[src/rtl/reg_file.sv]
// Eight-entry register file with wired-OR read bus, broadcast loads and an r7 program counter.
// Define REGFILE_ZERO_REG_EN to hardwire r0 to zero.
module reg_file #(
  parameter int               WIDTH    = 16,
  parameter logic [WIDTH-1:0] RESET_PC = '0
) (
  input  logic             clock,
  input  logic             reset,
  input  logic [7:0]       regNotOEs,
  input  logic [7:0]       regNotLoads,
  input  logic [WIDTH-1:0] busIn,
  input  logic             pcInc,
  output logic [WIDTH-1:0] busOut,
  output logic             busOE,
  output logic [WIDTH-1:0] pcOut,
  output logic             oeConflict
);

  logic [WIDTH-1:0] regs_q [8];
  logic [WIDTH-1:0] regs_d [8];
  logic             conflict_q;
  logic             conflict_d;
  logic [7:0]       oeActive;

  assign oeActive = ~regNotOEs;

  // Read side: every enabled register ORs onto the bus, modelling a wired-OR.
  always_comb begin
    busOut = '0;
    for (int i = 0; i < 8; i++) begin
      if (oeActive[i]) begin
        busOut = busOut | regs_q[i];
      end
    end
  end

  assign busOE = |oeActive;
  assign pcOut = regs_q[7];

  always_comb begin
    for (int i = 0; i < 8; i++) begin
      regs_d[i] = regs_q[i];
      if (!regNotLoads[i]) begin
        regs_d[i] = busIn;
      end
    end
    if (regNotLoads[7] && pcInc) begin
      regs_d[7] = regs_q[7] + 1'b1;
    end
`ifdef REGFILE_ZERO_REG_EN
    regs_d[0] = '0;
`endif
    // Clearing the lowest set bit leaves a nonzero value only when two or more enables are active.
    conflict_d = conflict_q | ((oeActive & (oeActive - 8'd1)) != 8'd0);
  end

  always_ff @(posedge clock) begin
    if (reset) begin
      for (int i = 0; i < 7; i++) begin
        regs_q[i] <= '0;
      end
      regs_q[7]  <= RESET_PC;
      conflict_q <= 1'b0;
    end else begin
      for (int i = 0; i < 8; i++) begin
        regs_q[i] <= regs_d[i];
      end
      conflict_q <= conflict_d;
    end
  end

  assign oeConflict = conflict_q;

endmodule
[config.mk]
export PLATFORM = sky130hd
export DESIGN_NAME = reg_file
export DESIGN_NICKNAME = d
export VERILOG_FILES = /design/src/rtl/reg_file.sv
export SDC_FILE = /design/constraint.sdc
export NUM_CORES = 1
export LEC_CHECK = 0
export CAP_MARGIN = 20
export CORE_MARGIN = 2
export CORE_UTILIZATION = 55
export CTS_CLUSTER_DIAMETER = 120
export CTS_CLUSTER_SIZE = 30
export DETAILED_ROUTE_END_ITERATION = 6
export PLACE_DENSITY = 0.82
export SLEW_MARGIN = 20
export SYNTH_ARGS = -nofsm -noshare
export SYNTH_HDL_FRONTEND = slang
export SYNTH_SLANG_ARGS = --single-unit
[constraint.sdc]
create_clock -name clock -period 1.8 [get_ports clock]
set_input_delay 0.27 -clock clock [delete_from_list [all_inputs] [get_ports clock]]
set_output_delay 0.27 -clock clock [all_outputs]
set_load 0.005 [all_outputs]
==> run metrics <==
outcome finished with violations; failing checks DRC, setup timing; total power approximately 8.7 mW; Max FO, Critical Path 2; clock skew roughly 3.5 ps; Syn Nets 762; Post-synth EDFFs 0; CTS sink count 129; largest family of logic cells by synthesized area multiplexers; FF-to-FF End regs_q[1][62]; CP top delay family simple AND/OR/NAND/NOR gates; Worst path depth 4; CTS tree built; setup violators final 17; Die ar. 12100 um^2; crit path kind reg2out; fraction of layout cells with a size suffix above 1 36.6%; critical-path cell list inv_2 > o22ai_2 > or4_1 > buf_2; synth cell count leaders dfxtp_1, inv_1, nor2_1, mux2i_1, o22ai_1; Buffers & Inverters on Critical Path 2; sequential area share after synthesis 41.9%; Min-Delay Path Class in2reg; Final min period 2080 ps; Layout Cells excl Fill between 900 and 1000; fmax 0.481 GHz; FF-to-FF Start regs_q[1][49]; ant diodes 0; Die Y 110 um; Relative slew margins 68.0%; row cnt 38; largest vdd supply drop 0.730 mV; Num CTS Buffers 17; #FFs+latches synth around 130; # port buffers 68; Adder-Cell Fraction of Synth Area 0.365%; LEAKAGE 4.01 nW; vias in the first global route 6149; CP endpoint busOut[3]; Cell Area, Synth slightly above 6000 um^2; simple-gate share of the synthesized area 13.7%; Arr. time, crit path approximately 1800 ps; Clock Tree Buf Depth 2; Routed WL 26400 um; Total Neg Setup Slack -3110 ps; Ports 69; post-synth top area share 41.9%; mux contribution to synthesized area approximately 18%; Least-Margin Pin Slew 478 ps; Final period util 115%; top-count cell post-synth dfxtp_1; hpwl dp 10500 um; placed cell count 895; DRT Pass-1 Iters 7; clk root buf clkbuf_8; Final WS setup -278 ps; slowest cell delay on critical path 500 ps; pwr dens 1000 nW/um^2; Syn Inst Count between 700 and 800; Syn-to-layout area delta 40.2%; hold buffers post-CTS 0; Most used DFF post-synth dfxtp_1; worst hold slack 166 ps; wire length per cell 27.3 um; GR Util All Layers between 30 and 40%; crit path launch type flop; Critical Path RT about 1500 ps; GR peak layer met2; hold depth 2; Final nets around 850; DRT iter0 DRCs 1071; RSZ-0062 raised after global routing yes; antenna violations before repair 0; htree depth 4; post-synthesis compound-gate area fraction 9.50%; Die Width 110 um; DRC Markers 7; reg2reg setup slack between 150 and 200 ps; post-detailed-route count of antenna-violating nets 0; Ys Warns 0; Post-Synth XOR/XNOR Area 1.85%; Clk Latency, worst-skew pair 540 ps; FF-to-FF path depth 6; Final Cell Area 8640 um^2; placed instance area 7160 um^2; final hold vios 0; largest net degree at the start of global routing 58; Critical Path Slowest Stage Cell or4_1; GRT Residual Overflow 0; fillers 539; Reg clk slew, reported paths 70 ps; first-pass GRT wire length 33200 um; asr flop ratio synth 0%; GRT met2 Usage 57.6%; Mapped Avg Cell Area about 8.5 um^2; GP Congestion 0.829; vias per cell 6.80; Max-Cap Viols 0; dominant cell type by area after synthesis dfxtp_1; met3 Usage GRT 12.6%; GR Layer Usage met1 41.4%; hold_sp reset; crit path launch regs_q[0][3]; Worst Setup End Kind output port; synth unique cells 33; Area contributors post-synth dfxtp_1, mux2i_1, inv_1, nor2_1, o22ai_1; Slew Viols, Final 0; via count 6580; Core ar. 10900 um^2; Initial Utilization 56.6%
## area by class of cell
| class | count | area (um^2) | area share, % |
|---|---|---|---|
| timing repair buffer | 151 | 1760 | 20.4 |
| clock buffer | 24 | 510 | 5.91 |
| multi-input combinational | 388 | 2900 | 33.6 |
| tap | 140 | 175 | 2.03 |
| sequential | 129 | 2660 | 30.8 |
| clock inverter | 8 | 146 | 1.69 |
| inverter | 128 | 483 | 5.59 |
## metal layers
metal,routed length [um],share of wire [%]
met4,2670,10
met2,11400,43
met3,3670,14
met1,8720,33
met5,0,0
## layout by cell type, fill, tap and decap left out, types with 7 or more instances in the layout
| master | netlist | final |
|---|---|---|
| a211oi_1 | 11 | 11 |
| buf_12 | 0 | 19 |
| buf_2 | 21 | 12 |
| buf_4 | 17 | 53 |
| buf_6 | 1 | 9 |
| bufbuf_16 | 0 | 7 |
| clkbuf_16 | 0 | 18 |
| clkbuf_8 | 0 | 8 |
| clkdlybuf4s50_1 | 0 | 28 |
| dfxtp_1 | 129 | 71 |
| dfxtp_2 | 0 | 55 |
| dlymetal6s2s_1 | 0 | 14 |
| inv_1 | 128 | 70 |
| inv_2 | 0 | 57 |
| mux2i_1 | 113 | 113 |
| nor2_1 | 128 | 128 |
| o22ai_1 | 64 | 37 |
| o22ai_2 | 0 | 27 |
| or4_1 | 16 | 9 |
| or4_4 | 0 | 7 |
| xnor2_1 | 13 | 13 |
## where the power goes
part / switching [mW] / internal [mW] / leakage [nW]
Sequential: 0.146 / 3.05 / 1.09
Combinational: 0.824 / 0.729 / 2.60
Clock: 1.41 / 2.51 / 0.323
Total: 2.38 / 6.29 / 4.01
## flip-flops by register name (all words and copies together), names as in the netlist
| register | cells |
|---|---|
| oeConflict | 1 |
| regs_q | 128 |
## how the worst min path moves through the flow
| stage | endpoint | slack (ps) |
|---|---|---|
| after global routing | regs_q[0][18] | 140 |
| after detailed placement | regs_q[1][9] | 480 |
| after global placement | regs_q[0][53] | 470 |
| after CTS | regs_q[0][18] | 140 |
| after floorplan | regs_q[1][54] | 440 |
| final | regs_q[0][18] | 170 |
## per-stage QoR
step                      setup slack [ps]  util (%)
after floorplan                        293         -
after global placement                -532      65.7
after detailed placement              -542      65.7
after CTS                             -140      75.4
after global routing                  -287      79.3
final                                 -278      79.3
## timing repair
action / 4_1_cts / 5_1_grt
setup buffers: 9 / 22
setup endpoints to repair: 20 / 32
hold endpoints to repair: 0 / 0
gates resized for setup: 176 / 98
cloned: 8 / 2
pin swaps: 31 / 23
## kinds of logic after synthesis
logic type,Yosys count
AO/OA/AOI/OAI,88
XOR/XNOR,13
adder cells (fa/ha/maj),2
buffers and inverters,209
flip-flops,129
multiplexers,113
AND/OR/NAND/NOR,172
No activity file was read; power rests on OpenSTA's default activity.
